<file path="src/rtl/mux_sched_pkg.sv">
// -----------------------------------------------------------------------------
// mux_sched_pkg
// Shared types and constants for the round-robin mux scheduler.
//   state_e        : scheduler FSM states (IDLE, GRANT)
//   N              : requester count (fixed at 8 in this revision)
//   SEL_W          : width of the mux select / round-robin pointer
//   sel_to_onehot  : converts a select index into a one-hot grant vector
// -----------------------------------------------------------------------------
package mux_sched_pkg;

    localparam int N     = 8;
    localparam int SEL_W = 3;

    typedef enum logic {
        IDLE  = 1'b0,
        GRANT = 1'b1
    } state_e;

    function automatic logic [N-1:0] sel_to_onehot(input logic [SEL_W-1:0] sel);
        logic [N-1:0] oh;
        oh      = '0;
        oh[sel] = 1'b1;
        return oh;
    endfunction

endpackage

</file>
<file path="src/rtl/mux_rr_sched_rr_pick.sv">
// -----------------------------------------------------------------------------
// rr_pick
// Combinational rotate-priority finder. Searches req starting at ptr+1 and
// wrapping around so that ptr itself is examined last.
// Ports:
//   req   [N-1:0]     in   request vector
//   ptr   [SEL_W-1:0] in   index granted last
//   win   [SEL_W-1:0] out  index of the first set request in search order
//   found             out  high when any request bit is set
// -----------------------------------------------------------------------------
module rr_pick
    import mux_sched_pkg::*;
(
    input  logic [N-1:0]     req,
    input  logic [SEL_W-1:0] ptr,
    output logic [SEL_W-1:0] win,
    output logic             found
);

    logic [SEL_W-1:0] idx;

    // Walk from the farthest candidate to the nearest so the nearest set
    // request is the last one written and therefore wins. The offset N
    // wraps to ptr itself in SEL_W-bit arithmetic.
    always_comb begin
        win   = '0;
        found = 1'b0;
        idx   = '0;
        for (int k = N; k >= 1; k--) begin
            idx = ptr + SEL_W'(k);
            if (req[idx]) begin
                win   = idx;
                found = 1'b1;
            end
        end
    end

endmodule

</file>
<file path="src/rtl/mux_rr_sched.sv">
// -----------------------------------------------------------------------------
// mux_rr_sched
// Round-robin scheduler for an 8:1 mux. A requester holds the grant until it
// releases, drops its request or (optionally) hits the hold timeout; the next
// winner is granted on the same edge so there is no idle bubble.
//
// Optional feature: define MUX_RR_SCHED_TIMEOUT_EN to limit a grant to
// HOLD_MAX consecutive cycles and pulse to_evt when a grant ends that way.
// Without the macro there is no hold counter and to_evt is tied low.
//
// Parameters:
//   HOLD_MAX  max consecutive grant cycles with timeout enabled (1..15)
//   N         requester count, must be 8
// Ports:
//   clk       in   clock, rising edge
//   rst_n     in   asynchronous active-low reset
//   req [7:0] in   level-sensitive requests
//   rel       in   current grantee releases (only looked at while granted)
//   gnt [7:0] out  one-hot grant, zero when idle
//   s   [2:0] out  mux select, index of the granted requester
//   gnt_vld   out  high when gnt is non-zero
//   to_evt    out  one-cycle pulse when a grant ends by timeout
// -----------------------------------------------------------------------------
module mux_rr_sched
    import mux_sched_pkg::*;
#(
    parameter int HOLD_MAX = 4,
    parameter int N        = 8
) (
    input  logic             clk,
    input  logic             rst_n,
    input  logic [N-1:0]     req,
    input  logic             rel,
    output logic [N-1:0]     gnt,
    output logic [SEL_W-1:0] s,
    output logic             gnt_vld,
    output logic             to_evt
);

    generate
        if (N != mux_sched_pkg::N) begin : g_bad_n
            $error("mux_rr_sched: N must be 8 in this revision");
        end
        if (HOLD_MAX < 1 || HOLD_MAX > 15) begin : g_bad_hold
            $error("mux_rr_sched: HOLD_MAX must be in 1..15");
        end
    endgenerate

    state_e           state_q, state_d;
    logic [N-1:0]     gnt_q, gnt_d;
    logic [SEL_W-1:0] s_q, s_d;
    logic             gnt_vld_q, gnt_vld_d;
    logic [SEL_W-1:0] ptr_q, ptr_d;
    // arm_q blocks granting on the first edge after reset release, so the
    // earliest grant lands on the second rising edge.
    logic             arm_q;

    logic [SEL_W-1:0] win;
    logic             found;
    logic             tmo;
    logic             grant_end;
    logic             new_grant;
    logic             to_evt_d;

    rr_pick u_rr_pick (
        .req   (req),
        .ptr   (ptr_q),
        .win   (win),
        .found (found)
    );

`ifdef MUX_RR_SCHED_TIMEOUT_EN
    logic [3:0] cnt_q, cnt_d;
    logic       to_evt_q;

    assign tmo = (cnt_q == 4'(HOLD_MAX - 1));

    // Clears on a new grant, counts while granted, parks at the limit.
    always_comb begin
        cnt_d = cnt_q;
        if (new_grant) begin
            cnt_d = '0;
        end else if (state_q == GRANT && !tmo) begin
            cnt_d = cnt_q + 4'd1;
        end
    end

    always_ff @(posedge clk or negedge rst_n) begin
        if (!rst_n) begin
            cnt_q    <= '0;
            to_evt_q <= 1'b0;
        end else begin
            cnt_q    <= cnt_d;
            to_evt_q <= to_evt_d;
        end
    end

    assign to_evt = to_evt_q;
`else
    assign tmo    = 1'b0;
    assign to_evt = 1'b0;
`endif

    assign grant_end = (state_q == GRANT) && (rel || !req[s_q] || tmo);

    // Regrant search always starts after the last granted index, so a lone
    // releasing requester (rel/timeout with only req[s] set) wins again, while
    // a requester that dropped req[s] is naturally excluded.
    always_comb begin
        state_d   = state_q;
        gnt_d     = gnt_q;
        s_d       = s_q;
        gnt_vld_d = gnt_vld_q;
        ptr_d     = ptr_q;
        new_grant = 1'b0;
        to_evt_d  = 1'b0;

        case (state_q)
            IDLE: begin
                if (arm_q && found) begin
                    new_grant = 1'b1;
                end
            end
            GRANT: begin
                if (grant_end) begin
                    to_evt_d = tmo && !rel;
                    if (found) begin
                        new_grant = 1'b1;
                    end else begin
                        state_d   = IDLE;
                        gnt_d     = '0;
                        gnt_vld_d = 1'b0;
                    end
                end
            end
            default: begin
                state_d   = IDLE;
                gnt_d     = '0;
                gnt_vld_d = 1'b0;
            end
        endcase

        if (new_grant) begin
            state_d   = GRANT;
            gnt_d     = sel_to_onehot(win);
            s_d       = win;
            gnt_vld_d = 1'b1;
            ptr_d     = win;
        end
    end

    always_ff @(posedge clk or negedge rst_n) begin
        if (!rst_n) begin
            state_q   <= IDLE;
            gnt_q     <= '0;
            s_q       <= '0;
            gnt_vld_q <= 1'b0;
            ptr_q     <= SEL_W'(N - 1);
            arm_q     <= 1'b0;
        end else begin
            state_q   <= state_d;
            gnt_q     <= gnt_d;
            s_q       <= s_d;
            gnt_vld_q <= gnt_vld_d;
            ptr_q     <= ptr_d;
            arm_q     <= 1'b1;
        end
    end

    assign gnt     = gnt_q;
    assign s       = s_q;
    assign gnt_vld = gnt_vld_q;

endmodule

</file>
<file path="config.mk">
export PLATFORM = sky130hd
export DESIGN_NAME = mux_rr_sched
export DESIGN_NICKNAME = d
export VERILOG_FILES = /design/src/rtl/mux_sched_pkg.sv /design/src/rtl/mux_rr_sched_rr_pick.sv /design/src/rtl/mux_rr_sched.sv
export SDC_FILE = /design/constraint.sdc
export NUM_CORES = 1
export LEC_CHECK = 0
export ABC_CLOCK_PERIOD_IN_PS = 4200
export CAP_MARGIN = 20
export CORE_ASPECT_RATIO = 1.25
export CORE_MARGIN = 3
export CORE_UTILIZATION = 30
export CTS_CLUSTER_SIZE = 24
export DETAILED_ROUTE_END_ITERATION = 6
export PLACE_DENSITY = 0.6
export SYNTH_ARGS = -nofsm -noshare
export SYNTH_HDL_FRONTEND = slang
export SYNTH_SLANG_ARGS = --single-unit
</file>
<file path="constraint.sdc">
create_clock -name clk -period 4.2 [get_ports clk]
set_clock_uncertainty 0.1 [all_clocks]
set_input_delay 0.84 -clock clk [delete_from_list [all_inputs] [get_ports clk]]
set_output_delay 0.84 -clock clk [all_outputs]
set_load 0.05 [all_outputs]
</file>
; Word-level counts from Yosys, hierarchy flattened
; Cells that the tools add are included.
[totals]
reg_bits = 17
in_bits = 11
out_inout_bits = 13
word_cells = 85
[classes]
add_sub_neg = 7
n_lt_le_gt_ge = 11
eq_ne = 1
n_mux = 51
n_bitwise = 1
n_reduce_logical = 8
[op_table]
columns = op, count
row1 = "3-bit by 4-bit less-than comparator with 1-bit output, second input constant", 10
row2 = 8-bit 2-to-1 mux, 4
row3 = 1-bit 2-to-1 mux, 28
row4 = 1-bit binary-select mux with 3-bit select, 9
row5 = 3-bit 2-to-1 mux, 8
row6 = "3-bit adder, second input constant", 4
row7 = "3-bit by 2-bit adder with 3-bit output, second input constant", 2
row8 = 2-bit nonzero test, 2
row9 = "3-bit by 1-bit adder with 3-bit output, second input constant", 1
row10 = 1-bit demux with 3-bit select, 1
row11 = "3-bit by 1-bit greater-or-equal comparator with 1-bit output, second input constant", 1
row12 = 1-bit logical AND, 3
row13 = 3-bit AND reduction, 1
row14 = "2-bit by 1-bit != test with 1-bit output, second input constant", 1
row15 = 1-bit one-hot mux with 2 select lines, 1
row16 = 1-bit logical NOT, 1
row17 = 1-bit logical OR, 1
row18 = 1-bit inverter, 1

; Depth between registers and ports, before layout
[logic_depth]
word_depth = 15
depth_mapped = 13
ltp_nobuf = 9

; Hierarchy
; A second synthesis with hierarchy kept.
[unflattened]
hier_cells = 141
hier_area_um2 = 1487.7
[by_module_without_submodules]
columns = mod, instances, cells_per_inst, area_per_inst_um2, seq_area_each_um2
row1 = mux_rr_sched, 1, 64, 813.3, 429.2
row2 = rr_pick, 1, 77, 674.4, 0.0

; Least setup slack after synthesis
; Ideal clock, no wire load.
[synth_path]
path_kind = reg-to-reg
from = reg ptr_q[1]
to = reg s_q[1], in the netlist s[1]
setup_ns = 0.125
t_arrival_ns = 3.402
t_required_ns = 3.975
setup_slack_ns = 0.573
stages_incl_launch_ff = 13
n_path_buf = 3
period_less_slack_ns = 3.627
path_cell_list = dfstp_2 > clkbuf_1 > buf_2 > clkinv_1 > ha_1 > buf_2 > mux4_2 > mux2i_1 > o21ai_0 > o221a_1 > mux2i_1 > nand2_1 > mux2_2
[synth_between]
elab_chain_len = 13
elab_cells_between_ends = 44
classes_between = 7 x add/sub / 36 x mux / 1 x reduce/logical
[synth_rtl]
columns = item, line_no
row1 = from (decl), mux_rr_sched.sv:53  ; logic [SEL_W-1:0] ptr_q, ptr_d;
row2 = from (signal assigned), mux_rr_sched.sv:158  ; ptr_q <= SEL_W'(N - 1);
row3 = from (signal assigned), mux_rr_sched.sv:165  ; ptr_q <= ptr_d;
row4 = 3-bit adder / 1-bit binary-select mux with 3-bit select (equally long branches), "mux_rr_sched_rr_pick.sv:30, mux_rr_sched_rr_pick.sv:31"
row5 = 1-bit binary-select mux with 3-bit select / 1-bit 2-to-1 mux (equally long branches), mux_rr_sched_rr_pick.sv:31  ; if (req[idx]) begin
row6 = 1-bit 2-to-1 mux (implied by the code), mux_rr_sched_rr_pick.sv:31
row7 = 1-bit 2-to-1 mux (7 in series), mux_rr_sched_rr_pick.sv:31
row8 = 1-bit 2-to-1 mux / 1-bit logical AND (equally long branches), "mux_rr_sched.sv:127, mux_rr_sched.sv:120"
row9 = "1-bit 2-to-1 mux, on equally long branches", "mux_rr_sched.sv:125, mux_rr_sched.sv:120"
row10 = 1-bit one-hot mux with 2 select lines, mux_rr_sched.sv:118  ; case (state_q)
row11 = to (signal assigned), mux_rr_sched.sv:156  ; s_q <= '0;
row12 = to (signal assigned), mux_rr_sched.sv:163  ; s_q <= s_d;
row13 = to (decl), mux_rr_sched.sv:51  ; logic [SEL_W-1:0] s_q, s_d;
; Parallel ways exist; a longest one is shown, timed or not. The select of a mux whose other input is x is not followed.
; A chain may end at the register's enable or synchronous reset.

; Worst setup path in the final report
[layout_path]
from = in req[6]
to = reg s_q[1], in the netlist s[1]
[layout_between]
elab_chain_len = 13
elab_cells_between_ends = 42
classes_between = 38 x mux / 4 x reduce/logical
[layout_rtl]
columns = item, line_no
row1 = from (decl), mux_rr_sched.sv:32  ; input logic [N-1:0] req,
row2 = 1-bit binary-select mux with 3-bit select, mux_rr_sched_rr_pick.sv:31
row3 = 1-bit 2-to-1 mux (implied by the code), mux_rr_sched_rr_pick.sv:31
row4 = 1-bit 2-to-1 mux (8 in series), mux_rr_sched_rr_pick.sv:31
row5 = 1-bit 2-to-1 mux / 1-bit logical AND (equally long branches), "mux_rr_sched.sv:127, mux_rr_sched.sv:120"
row6 = "1-bit 2-to-1 mux, on equally long branches", "mux_rr_sched.sv:125, mux_rr_sched.sv:120"
row7 = 1-bit one-hot mux with 2 select lines, mux_rr_sched.sv:118
; Parallel ways exist; a longest one is shown, timed or not. The select of a mux whose other input is x is not followed.

==> flow_summary.toml <==
[run_status]
status = "complete, no violations"

[sta]
max_freq_mhz = 288
rsz0062_at_grt = "no"
timing.final.crit_share = 0.827
hold_viol_final = 0
setup_viol = 0
relSlewSlack = 0.493
finalSetupTns_ps = 0
hold_ws_ps = 374
tightest_slew_ps = 758
finalWorstSetupSlack_ps = 725
min_period_ps = 3470
slew_viol_final = 0

[routing]
postRouteAntennaNets = 0
via_count = 1449
vias_per_cell = 5.94
routed_wl_mm = 4.36
post_drt_wl_per_cell_um = 17.9
dr.pass1.iters = 4
drc_errors = 0
first_iter_violations = 75

[die]
chipWidth_um = 74.0
design.core.area_um2 = 5520
fp-row-count = 30
dieArea_um2 = 6730
initial_core_util = 0.314
pin_count = 24
die_height_um = 91.0

[finish]
fin_nets = 194
layout_commonest_cell = "clkdlybuf4s50_1"
multi_input_area_um2 = 1190
area_growth_pct = 17.0
nFillCells = 538
drive_gt1_frac = 0.217
finalInstanceArea_um2 = 2030
mostFrequentLayoutCells = "clkdlybuf4s50_1 (22), nand2_1 (15), mux4_2 (14), dfrtp_1 (14), mux2i_1 (13)"
antenna_cells = 0
seqCellArea_um2 = 429

[critical_path]
path_max_fanout = 10
cp-start-kind = "input pin"
worst_ep_required_time_ps = 4240
critical-path-slowest-cell = "mux4_1"
path_cells = "clkdlybuf4s50_1 -> mux4_1 -> mux2i_1 -> o21ai_0 -> o221a_1 -> mux2i_1 -> nand2_1 -> mux2_2"
cp.arrival_ps = 3510
end_kind = "flip-flop"
slowest_delay_ps = 720
crit_path_frequent_cell = "mux2i_1"
crit_type = "in2reg"

[yosys]
synth.distinct_cells = 53
yosysWarningCount = 0
syn_inst = 163
synth-seq-area-share = 0.247
synth_edf_count = 0
synth_ff_type = "dfrtp_1"
syn_avg_cell_area_um2 = 10.6
synth_area_um2 = 1730
synthArstFlopShare = 1.00
synth_seq_cells = 17
synth_fp_nets = 176

[clock_network]
clockRootBuffer = "clkbuf_8"
post_cts_resized = 0
worstSkewPairLatency_ps = 250
path_clk_slew_ps = 70
clock-sinks = 17
clock_path_buffers = 2
post_cts_buffers = 0
h-tree-depth = 1
numCtsBuffers = 3
cts_tree = "built"
holdBufCountCts = 0

[global_routing]
overflow = 0
grt_pass1_wl_mm = 7.38
grt_max_degree = 19
grt_pass1_vias = 1450
grt_usage = 0.138
antenna_found_initial = 0

[place]
port_buffers = 22
post_dp_cell_area_um2 = 1980
dp_hpwl_mm = 3.26
dp_slack_ps = 476
gp_congestion = 0.839

[worst_hold_path]
hp-class = "reg2reg"

[run]
drv_cap = 0
==> metrics by stage <==
step / instances / util
finish: 244 / 0.368
global route: 244 / 0.368
CTS: 244 / 0.368
detailed placement: 240 / 0.359
global placement: 240 / 0.359
floorplan: 163 / -
==> cells in the mapped netlist, types with 2 or more instances <==
library cell  instances  area share
xor2_1                2       0.010
clkinv_1              2      0.0043
xnor2_1               2       0.010
nor2_1                7       0.015
inv_1                 5       0.011
o211ai_1              5       0.022
buf_6                 3       0.019
buf_2                 6       0.017
a32o_1                8       0.046
a22oi_1               2      0.0087
mux2i_1              13       0.075
a211oi_1              2      0.0087
ha_1                  2       0.014
dfrtp_1              14        0.20
nand3_1               3      0.0087
clkbuf_1              3      0.0065
mux4_2               14        0.18
nor3_1                2      0.0058
o21ai_0               2      0.0058
and2_1                3       0.011
a22o_1                2       0.010
a21o_1                4       0.017
o2111ai_1             3       0.015
nand2_1              15       0.032
dfstp_2               3       0.045
mux2_2                4       0.026
a21oi_1               5       0.014
conb_1                2      0.0043
==> kinds of logic after synthesis <==
kind of cell	after synthesis	share of synthesized area
AO/OA/AOI/OAI	49	0.246
AND/OR/NAND/NOR	35	0.0960
multiplexers	33	0.307
buffers and inverters	21	0.0649
flip-flops	17	0.247
XOR/XNOR	4	0.0202
adder cells (fa/ha/maj)	2	0.0144
other	2	0.00433
==> worst max-delay path: cells and delay by family <==
kind | cells | cell delay (ps)
mux | 4 | 1600
buf+inv | 1 | 520
compound gates | 2 | 380
simple gates | 1 | 170
==> sequential cells by signal (all words and copies together) (netlist names) <==
signal	flops
gnt	8
s	3
state_q	1
gnt_vld	1
ptr_q	3
arm_q	1
==> worst paths after layout <==
kind	start	end	slack [ps]	cells after the start
setup / recovery	req[6]	s[1]	730	8
hold / removal	gnt_vld	gnt_vld	370	2
setup reg to reg	ptr_q[0]	s[1]	740	9
hold reg to reg	gnt_vld	gnt_vld	370	2
max in group asynchronous	rst_n	gnt[7]	2590	1
min in group asynchronous	rst_n	gnt[6]	930	1
==> metal layers <==
layer,up-vias,GRT usage,part of all wire
met1,719,0.180,0.42
met2,44,0.229,0.53
met5,-,0,0
met4,0,0.0468,0.019
met3,10,0.0188,0.034
li1,676,-,-
==> final cells by class <==
cell class,count,area share
Timing Repair Buffer,26,0.123
Tap cell,64,0.0395
Inverter,8,0.0148
Clock buffer,3,0.0204
Sequential cell,17,0.212
Multi-Input combinational cell,125,0.588
Clock inverter,1,0.00247
Power is not shown: default switching activity piles up to over one toggle a cycle in this logic, so the estimate is an artifact.
